## src/rtl/fp_pkg.sv

```systemverilog
// rtl/fp_pkg.sv - shared Q-format helpers and divider state encoding
//
// Purpose: common types and constants for the fixed-point datapath units
//          (fpdu divider, FPMU multiplier).
// Contents:
//   fpdu_state_t  - divider FSM states
//   fp_max_pos()  - largest representable result pattern for SIGN/WIDTH
//   fp_min_neg()  - most negative result pattern (also its magnitude)

package fp_pkg;

    typedef enum logic [1:0] {
        IDLE = 2'd0,
        CALC = 2'd1,
        FIX  = 2'd2,
        DONE = 2'd3
    } fpdu_state_t;

    // Unsigned: all ones. Signed: 0111..1.
    function automatic logic [63:0] fp_max_pos(input int sign, input int width);
        if (sign != 0) begin
            return (64'd1 << (width - 1)) - 64'd1;
        end
        return (64'd1 << width) - 64'd1;
    endfunction

    // 1000..0: the min-negative bit pattern, equal to its own magnitude.
    function automatic logic [63:0] fp_min_neg(input int width);
        return 64'd1 << (width - 1);
    endfunction

endpackage

```

## src/rtl/fpdu_if.sv

```systemverilog
// rtl/fpdu_if.sv - operand/result handshake bundle for the fixed-point divider
//
// Purpose: groups the request (in_*, a, b) and response (out_*, result,
//          ovf, dbz) channels of fpdu.
// Modports:
//   master - producer/consumer side: drives in_valid, a, b, out_ready
//   slave  - divider side: drives in_ready, out_valid, result, ovf, dbz

interface fpdu_if #(
    parameter int WIDTH = 8
) ();

    logic             in_valid;
    logic             in_ready;
    logic [WIDTH-1:0] a;
    logic [WIDTH-1:0] b;
    logic             out_valid;
    logic             out_ready;
    logic [WIDTH-1:0] result;
    logic             ovf;
    logic             dbz;

    modport master (
        output in_valid, a, b, out_ready,
        input  in_ready, out_valid, result, ovf, dbz
    );

    modport slave (
        input  in_valid, a, b, out_ready,
        output in_ready, out_valid, result, ovf, dbz
    );

endinterface

```

## src/rtl/fp_restore_step.sv

```systemverilog
// rtl/fp_restore_step.sv - one combinational restoring-division step
//
// Purpose: shifts the next dividend bit into the partial remainder and
//          subtracts the divisor when it fits.
// Ports:
//   i_rem [WIDTH:0]   partial remainder (always < divisor on entry)
//   i_bit             next dividend bit, MSB first
//   i_div [WIDTH-1:0] divisor magnitude
//   o_rem [WIDTH:0]   updated remainder
//   o_q               quotient bit produced by this step

module fp_restore_step #(
    parameter int WIDTH = 8
) (
    input  logic [WIDTH:0]   i_rem,
    input  logic             i_bit,
    input  logic [WIDTH-1:0] i_div,
    output logic [WIDTH:0]   o_rem,
    output logic             o_q
);

    logic [WIDTH+1:0] w_shift;
    logic [WIDTH:0]   w_diff;

    // Compare at full width so the shifted-out remainder MSB is never lost.
    assign w_shift = {i_rem, i_bit};
    assign o_q     = (w_shift >= {2'b00, i_div});
    // When the divisor fits, the difference is below 2^(WIDTH+1), so the
    // low WIDTH+1 bits of the subtraction are exact.
    assign w_diff  = w_shift[WIDTH:0] - {1'b0, i_div};
    assign o_rem   = o_q ? w_diff : w_shift[WIDTH:0];

endmodule

```

## src/rtl/fpdu.sv

```systemverilog
// rtl/fpdu.sv - sequential fixed-point divider, result = (a << FP_POSITIONS) / b
//
// Purpose: iterative restoring divider, one quotient bit per cycle, with
//          truncation toward zero, saturation (ovf) and divide-by-zero (dbz).
// Parameters:
//   SIGN         0 unsigned, 1 two's-complement
//   WIDTH        operand/result width
//   FP_POSITIONS fractional bits (< WIDTH)
// Ports:
//   clk  clock, rising edge
//   rst  asynchronous active-high reset
//   bus  fpdu_if.slave: in_valid/in_ready/a/b, out_valid/out_ready/result/ovf/dbz

module fpdu
    import fp_pkg::*;
#(
    parameter int SIGN         = 0,
    parameter int WIDTH        = 8,
    parameter int FP_POSITIONS = 4
) (
    input  logic  clk,
    input  logic  rst,
    fpdu_if.slave bus
);

    localparam int N  = WIDTH + FP_POSITIONS;
    localparam int CW = $clog2(N + 1);

    localparam logic [WIDTH-1:0] MAX_POS   = WIDTH'(fp_max_pos(SIGN, WIDTH));
    localparam logic [WIDTH-1:0] MIN_NEG   = WIDTH'(fp_min_neg(WIDTH));
    localparam logic [N-1:0]     Q_MAX_POS = N'(fp_max_pos(SIGN, WIDTH));
    localparam logic [N-1:0]     Q_MIN_MAG = N'(fp_min_neg(WIDTH));

    fpdu_state_t r_state;
    fpdu_state_t w_state_next;

    logic [N-1:0]     r_dividend;
    logic [WIDTH:0]   r_rem;
    logic [N-1:0]     r_q;
    logic [WIDTH-1:0] r_div;
    logic             r_neg;
    logic             r_a_neg;
    logic             r_zero;
    logic [CW-1:0]    r_cnt;
    logic [WIDTH-1:0] r_result;
    logic             r_ovf;
    logic             r_dbz;

    logic [WIDTH-1:0] w_a_abs;
    logic [WIDTH-1:0] w_b_abs;
    logic             w_a_neg;
    logic             w_neg;
    logic             w_b_zero;
    logic [WIDTH:0]   w_step_rem;
    logic             w_step_q;
    logic [WIDTH-1:0] w_fix_result;
    logic             w_fix_ovf;

    // Magnitudes fit in WIDTH unsigned bits, including |-2^(WIDTH-1)|.
    assign w_a_neg  = (SIGN != 0) && bus.a[WIDTH-1];
    assign w_a_abs  = w_a_neg ? ({WIDTH{1'b0}} - bus.a) : bus.a;
    assign w_b_abs  = ((SIGN != 0) && bus.b[WIDTH-1]) ? ({WIDTH{1'b0}} - bus.b) : bus.b;
    assign w_neg    = (SIGN != 0) && (bus.a[WIDTH-1] ^ bus.b[WIDTH-1]);
    assign w_b_zero = (bus.b == {WIDTH{1'b0}});

    fp_restore_step #(
        .WIDTH (WIDTH)
    ) u_step (
        .i_rem (r_rem),
        .i_bit (r_dividend[N-1]),
        .i_div (r_div),
        .o_rem (w_step_rem),
        .o_q   (w_step_q)
    );

    // State register
    always_ff @(posedge clk or posedge rst) begin
        if (rst) begin
            r_state <= IDLE;
        end else begin
            r_state <= w_state_next;
        end
    end

    // Next-state logic. A zero divisor still passes through FIX so the
    // dbz result is registered the same way as a normal quotient.
    always_comb begin
        w_state_next = r_state;
        case (r_state)
            IDLE: begin
                if (bus.in_valid) begin
                    w_state_next = w_b_zero ? FIX : CALC;
                end
            end
            CALC: begin
                if (r_cnt == CW'(1)) begin
                    w_state_next = FIX;
                end
            end
            FIX: begin
                w_state_next = DONE;
            end
            DONE: begin
                if (bus.out_ready) begin
                    w_state_next = IDLE;
                end
            end
            default: begin
                w_state_next = IDLE;
            end
        endcase
    end

    // Handshake outputs
    always_comb begin
        bus.in_ready  = (r_state == IDLE);
        bus.out_valid = (r_state == DONE);
    end

    assign bus.result = r_result;
    assign bus.ovf    = r_ovf;
    assign bus.dbz    = r_dbz;

    // Sign fix and saturation of the unsigned quotient magnitude.
    always_comb begin
        w_fix_result = r_q[WIDTH-1:0];
        w_fix_ovf    = 1'b0;
        if (r_zero) begin
            w_fix_result = r_a_neg ? MIN_NEG : MAX_POS;
        end else if (r_neg) begin
            if (r_q > Q_MIN_MAG) begin
                w_fix_result = MIN_NEG;
                w_fix_ovf    = 1'b1;
            end else begin
                w_fix_result = {WIDTH{1'b0}} - r_q[WIDTH-1:0];
            end
        end else if (r_q > Q_MAX_POS) begin
            w_fix_result = MAX_POS;
            w_fix_ovf    = 1'b1;
        end
    end

    // Datapath: operand latch, shift/subtract iterations, result register.
    always_ff @(posedge clk or posedge rst) begin
        if (rst) begin
            r_dividend <= '0;
            r_rem      <= '0;
            r_q        <= '0;
            r_div      <= '0;
            r_neg      <= 1'b0;
            r_a_neg    <= 1'b0;
            r_zero     <= 1'b0;
            r_cnt      <= '0;
            r_result   <= '0;
            r_ovf      <= 1'b0;
            r_dbz      <= 1'b0;
        end else begin
            case (r_state)
                IDLE: begin
                    if (bus.in_valid) begin
                        r_dividend <= N'(w_a_abs) << FP_POSITIONS;
                        r_rem      <= '0;
                        r_q        <= '0;
                        r_div      <= w_b_abs;
                        r_neg      <= w_neg;
                        r_a_neg    <= w_a_neg;
                        r_zero     <= w_b_zero;
                        r_cnt      <= CW'(N);
                    end
                end
                CALC: begin
                    r_dividend <= r_dividend << 1;
                    r_rem      <= w_step_rem;
                    r_q        <= {r_q[N-2:0], w_step_q};
                    r_cnt      <= r_cnt - CW'(1);
                end
                FIX: begin
                    r_result <= w_fix_result;
                    r_ovf    <= w_fix_ovf;
                    r_dbz    <= r_zero;
                end
                default: begin
                end
            endcase
        end
    end

endmodule

```

## src/flat_wrapper.sv

```systemverilog
// flat-port wrapper written by rule: the top's interface ports become plain ports
module fpdu_flat import fp_pkg::*;
#(
    parameter int SIGN         = 0,
    parameter int WIDTH        = 8,
    parameter int FP_POSITIONS = 4
)
  (clk, rst, bus_in_valid, bus_a, bus_b, bus_out_ready, bus_in_ready, bus_out_valid, bus_result, bus_ovf, bus_dbz);
  fpdu_if #(.WIDTH(WIDTH)) bus_i ();
  input  logic clk;
  input  logic rst;
  input wire logic [$bits(bus_i.in_valid)-1:0] bus_in_valid;
  input wire logic [$bits(bus_i.a)-1:0] bus_a;
  input wire logic [$bits(bus_i.b)-1:0] bus_b;
  input wire logic [$bits(bus_i.out_ready)-1:0] bus_out_ready;
  output wire logic [$bits(bus_i.in_ready)-1:0] bus_in_ready;
  output wire logic [$bits(bus_i.out_valid)-1:0] bus_out_valid;
  output wire logic [$bits(bus_i.result)-1:0] bus_result;
  output wire logic [$bits(bus_i.ovf)-1:0] bus_ovf;
  output wire logic [$bits(bus_i.dbz)-1:0] bus_dbz;
  assign bus_i.in_valid = bus_in_valid;
  assign bus_i.a = bus_a;
  assign bus_i.b = bus_b;
  assign bus_i.out_ready = bus_out_ready;
  assign bus_in_ready = bus_i.in_ready;
  assign bus_out_valid = bus_i.out_valid;
  assign bus_result = bus_i.result;
  assign bus_ovf = bus_i.ovf;
  assign bus_dbz = bus_i.dbz;
  fpdu #(.SIGN(SIGN), .WIDTH(WIDTH), .FP_POSITIONS(FP_POSITIONS)) u_core (.clk(clk), .rst(rst), .bus(bus_i));
endmodule
```

## config.mk

```make
export PLATFORM = sky130hd
export DESIGN_NAME = fpdu_flat
export DESIGN_NICKNAME = d
export VERILOG_FILES = /design/src/rtl/fp_pkg.sv /design/src/rtl/fpdu_if.sv /design/src/rtl/fp_restore_step.sv /design/src/rtl/fpdu.sv /design/src/flat_wrapper.sv
export SDC_FILE = /design/constraint.sdc
export NUM_CORES = 1
export LEC_CHECK = 0
export ABC_AREA = 0
export BUFFER_PORTS_ARGS = -buffer_cell sky130_fd_sc_hd__buf_2
export CORE_UTILIZATION = 58
export CTS_CLUSTER_DIAMETER = 50
export DETAILED_ROUTE_END_ITERATION = 8
export GPL_TIMING_DRIVEN = 0
export PLACE_DENSITY_LB_ADDON = 0.12
export SLEW_MARGIN = 20
export SYNTH_ARGS = -nofsm -noshare
export SYNTH_HDL_FRONTEND = slang
export SYNTH_SLANG_ARGS = --single-unit
export TNS_END_PERCENT = 20
```

## constraint.sdc

```tcl
create_clock -name clk -period 2.6 [get_ports clk]
set_input_delay 0 -clock clk [delete_from_list [all_inputs] [get_ports clk]]
set_output_delay 0 -clock clk [all_outputs]
set_load 0.02 [all_outputs]
```

# Yosys cells after proc, flatten, opt, wreduce, memory -nomap -nowiden
# Cells that the tools add are included.
# op_classes
muxes,18
eq_ne,7
n_addsub,2
magnitude_cmp,2
n_reduce_logical,6
# op_table
op,n
12-bit one-hot mux with 2 select lines,2
12-bit two-way mux,2
9-bit two-way mux,2
9-bit one-hot mux with 2 select lines,1
8-bit two-way mux,2
12-bit by 8-bit > comparator with 1-bit output (second input constant),1
10-bit by 8-bit >= comparator with 1-bit output,1
9-bit by 8-bit subtractor with 9-bit output,1
8-bit logical NOT,1
2-bit two-way mux,4
2-bit one-hot mux with 4 select lines,1
4-bit one-hot mux with 2 select lines,1
2-bit equality test (second input constant),2
4-bit by 1-bit equality test with 1-bit output (second input constant),1
4-bit two-way mux,1
2-bit inequality test (second input constant),2
2-bit AND reduction,2
4-bit by 1-bit subtractor with 4-bit output (second input constant),1
3-bit AND reduction,1
2-bit by 1-bit equality test with 1-bit output (second input constant),1
2-bit logical NOT,1
1-bit two-way mux,2
2-bit by 1-bit inequality test with 1-bit output (second input constant),1
2-bit nonzero test,1
# word_totals
input_bits,20
wordCells,45
reg_bits,58

# Depth between registers and ports, before layout
# depth
depth_word,4
mapped_depth,10
ltp_nobuf,9

# Modules after synthesis
# A second synthesis with hierarchy kept.
# hier_totals
cells_unflattened,252
area_unflattened_um2,2782.7
# modules_own_cells
module,n_inst,area_per_inst_um2,cells_each
fpdu,1,2259.7,177
fp_restore_step,1,523.0,75

# Least setup slack after synthesis
# Ideal clock, no wire load.
# synth_timing
path_type,register to register
from,reg u_core.r_dividend[11]
to,reg u_core.r_rem[5]
setup_ps,76
t_required_ps,2524
slack_ps,358
arrival_time_ps,2165
path_stages_with_launch,10
cell_sequence,dfrtp_1 inv_1 ha_1 fa_1 nor2b_4 o21ai_2 a311oi_2 nor4_2 or4_1 o21ai_1
# synth_via
elab_chain_len,3
word_cells_on_any_way,4
cone_classes,add/sub (1); order compare (1); mux (2)
# synth_lines
item,line,rtl
from (decl),fpdu.sv:37,logic [N-1:0] r_dividend;
from (signal assigned),fpdu.sv:161,r_dividend <= N'(w_a_abs) << FP_POSITIONS;
from (signal assigned),fpdu.sv:172,r_dividend <= r_dividend << 1;
9-bit by 8-bit subtractor with 9-bit output / 10-bit by 8-bit >= comparator with 1-bit output (equally long branches),"fp_restore_step.sv:30, fp_restore_step.sv:27",
9-bit two-way mux (*),fp_restore_step.sv:31,assign o_rem = o_q ? w_diff : w_shift[WIDTH:0];
9-bit one-hot mux with 2 select lines (*),fpdu.sv:158,case (r_state)
to (signal assigned),fpdu.sv:173,r_rem <= w_step_rem;
to (decl),fpdu.sv:38,logic [WIDTH:0] r_rem;
# Every way passes the cells marked *; elsewhere a longest branch is shown, timed or not.
# A chain may end at the register's enable or synchronous reset.

# Final worst setup path
# Same ends and word-level chain as after synthesis.

==> flow_summary.yaml <==
power_and_ir_drop:
  power_density_nw_per_um2: 1220
  largest_voltage_drop_on_the_vdd_net_v: 0.000666
  total_leakage_power_nw: 1.52
synthesis:
  yosysSeqAreaShare_pct: 49.4
  post_synthesis_cell_area_um2: 2740
  syn_inst: 258
  syn-mean-instance-area_um2: 10.6
  synth_enable_flop_cells: 0
  synth_nets: 293
  yosysUniqueCellTypes: 42
  netlist_top_cells_count: "dfrtp_1, nand2_1, o21ai_0"
  share_of_synthesized_flip_flops_with_an_asynchronous_set_or_reset_pct: 100
  ys.flop_type: "dfrtp_1"
  synth.ff_latch_count: 54
  post-synth-top-area-cell: "dfrtp_1"
  synth.top_cells.by_area: "dfrtp_1, ha_1, mux2_2"
  post-synth-top-area-fraction_pct: 49.4
  synth_most_common_cell: "dfrtp_1"
  ys.warnings.count: 0
grt:
  global_route_wire_length_before_repair_um: 9520
  globalRouteOverflowTotal: 0
  met1_usage_pct: 33.0
  grt_use_met2_pct: 40.8
  number_of_antenna_violations_at_the_first_check_in_global_routing: 0
  first_global_vias: 2054
  track_usage_pct: 24.4
  busiest_layer: "met2"
  grt.met3_usage_pct: 3.99
  grt_start_max_net_pins: 55
clock_tree:
  cts.htree.levels: 2
  cts_root_buf: "clkbuf_8"
  clk_transition_reported_paths_ns: 0.10
  cts_buffer_count: 5
  post_cts_setup_bufs: 0
  cts_max_path_buffers: 2
  clock_sink_count: 54
  cts_tree: "done"
  clock_insertion_delay_worst_skew_ns: 0.31
drt:
  routed_wl_um: 5530
  detail_route.iter0.violations: 185
  firstDrtPassIters: 6
  postRouteAntennaNets: 0
  vias: 2109
  vias_per_cell: 5.78
  drt_wl_cell_um: 15.1
  drc: 4
timing:
  finalSetupTns_ns: 0
  worst_clock_skew_ns: 0.00694
  final_max_slew_viol_count: 0
  finalCriticalPeriod_ns: 2.44
  tightestPinTransition_ns: 0.652
  finalHoldViolations: 0
  fmax_mhz: 410
  max-slew-margin-rel_pct: 56.6
  timing.final.setup_violations: 0
  post-route-period-util_pct: 93.7
  rsz0062_at_grt: "false"
finish:
  syn2layout_area_growth_pct: 17.9
  post-route-util_pct: 72.6
  fin_nets: 347
  insertedDiodeCount: 0
  num-fill-cells: 328
  post_route_cells_drive_above_1_share_pct: 18.8
floorplanning:
  floorplan.initialDensity_pct: 61.6
  die_area_um2: 5000
  die_h_um: 70.7
  die_span_in_x_um: 70.7
  placement_rows: 24
  core-area_um2: 4440
  io_pins: 32
critical_path:
  crit_path_start_kind: "flop"
  setup_slack_reg_to_reg_ns: 0.16
  cp.required_ns: 2.85
  setup.worst_path.end_class: "flop"
  timing.reg2reg.worst_path_depth: 9
  worst-endpoint-arrival_ns: 2.68
  endpoint: "u_core.r_rem[5]$_DFFE_PP0P_"
  worstReg2RegEnd: "u_core.r_rem[5]$_DFFE_PP0P_"
  worstSetupPathType: "reg -> reg"
  critical_path.max_fanout: 5
  critical_path.startpoint: "u_core.r_dividend[11]$_DFFE_PP0P_"
  rr_startpoint: "u_core.r_dividend[11]$_DFFE_PP0P_"
run:
  cap_violations: 0
run_status:
  failing_checks: "DRC"
  run_status: "complete, but fails checks"
hold_path:
  hold_path_class: "in -> reg"
placed_design:
  place.gp.congestion: 0.862
  port_buffers: 31
  detailed_placement_wirelength_estimate_um: 3800
cell usage in the layout (no fill, tap or decap), drive strengths merged, types with 11 or more instances in the layout:
cell,Yosys,routed
nand2,27,27
a22o,11,11
ha,14,14
clkbuf,8,13
dlygate4sd3,0,16
o21ai,24,24
buf,4,35
dfrtp,54,54
mux2,12,12
inv,17,19
stage by stage:
stage / setup slack, ns / instances / total power, mW / area, um2 / hold WS, ns
2_1_floorplan: 0.358 / 258 / 2.91 / 2740 / 0.149
3_3_place_gp: 0.214 / 341 / 3.34 / 2960 / 0.244
3_5_place_dp: 0.191 / 341 / 3.40 / 2960 / 0.153
4_1_cts: 0.170 / 365 / 3.92 / 3220 / 0.00510
5_1_grt: 0.0462 / 365 / 4.26 / 3230 / 0.0632
6_report: 0.164 / 365 / 3.92 / 3230 / 0.0225
logic make-up after synthesis:
| kind of cell | count (synthesis) | share of synthesized area (%) |
|---|---|---|
| adders and majority gates | 15 | 7.13 |
| muxes | 22 | 8.59 |
| and+or+nand+nor | 68 | 12.9 |
| DFF | 54 | 49.4 |
| buffers and inverters | 29 | 4.20 |
| AOI/OAI and AO/OA | 67 | 16.9 |
| xor gates and xnor gates | 3 | 0.960 |
sequential cells by signal, indices dropped and copies added (netlist names):
name               count
u_core.r_rem           9
u_core.r_dividend      8
u_core.r_cnt           4
u_core.bus.ovf         1
u_core.r_q            12
u_core.bus.result      8
u_core.bus.dbz         1
u_core.r_div           8
u_core.r_zero          1
u_core.r_state         2
final cells by class:
type / count / area [um2] / share of cell area [%]
Multi-Input combinational cell: 175 / 1280 / 39.7
Sequential cell: 54 / 1350 / 41.9
Inverter: 17 / 66.3 / 2.06
Clock inverter: 3 / 28.8 / 0.892
Buffer: 12 / 51.3 / 1.59
Tap cell: 52 / 65.1 / 2.02
Timing Repair Buffer: 47 / 315 / 9.77
Clock buffer: 5 / 68.8 / 2.13
worst min-delay path by stage:
stage	startpoint	endpoint	slack, ns	cells after the start
after global placement	bus_b[2]	u_core.r_div[2]$_DFFE_PP0P_	0.24	2
after global routing	bus_a[7]	u_core.r_dividend[11]$_DFFE_PP0P_	0.06	3
after detailed placement	rst	u_core.bus.result[2]$_DFFE_PP0P_	0.15	2
after CTS	bus_a[7]	u_core.r_dividend[11]$_DFFE_PP0P_	0.005	3
after floorplan	bus_a[0]	u_core.r_dividend[4]$_DFFE_PP0P_	0.15	2
final	bus_a[7]	u_core.r_dividend[11]$_DFFE_PP0P_	0.02	3
worst max-delay path, stage by stage (launching register included):
cell	delay [ns]
dfrtp_1	0.36
inv_1	0.07
ha_1	0.23
fa_1	0.45
nor2b_4	0.15
o21ai_2	0.07
a311oi_2	0.29
nor4_4	0.11
or4_1	0.53
o21ai_1	0.12
where the power goes:
| group | total [mW] | internal [mW] | switching (mW) |
|---|---|---|---|
| Sequential | 1.33 | 1.14 | 0.193 |
| Combinational | 2.09 | 0.881 | 1.21 |
| Clock | 0.499 | 0.202 | 0.297 |
| Total | 3.92 | 2.22 | 1.70 |
layer usage:
| layer | wire length [um] | vias to the layer above |
|---|---|---|
| met5 | 0 | - |
| met4 | 69 | 0 |
| met3 | 151 | 6 |
| met2 | 2640 | 36 |
| met1 | 2660 | 1033 |
| li1 | - | 1034 |
repair_timing:
action / CTS / global route
setup endpoints to repair: 0 / 1
hold endpoints to repair: 69 / 0
hold buffers: 16 / 0
gates resized for setup: 0 / 1
(Power assumes the default switching activity.)
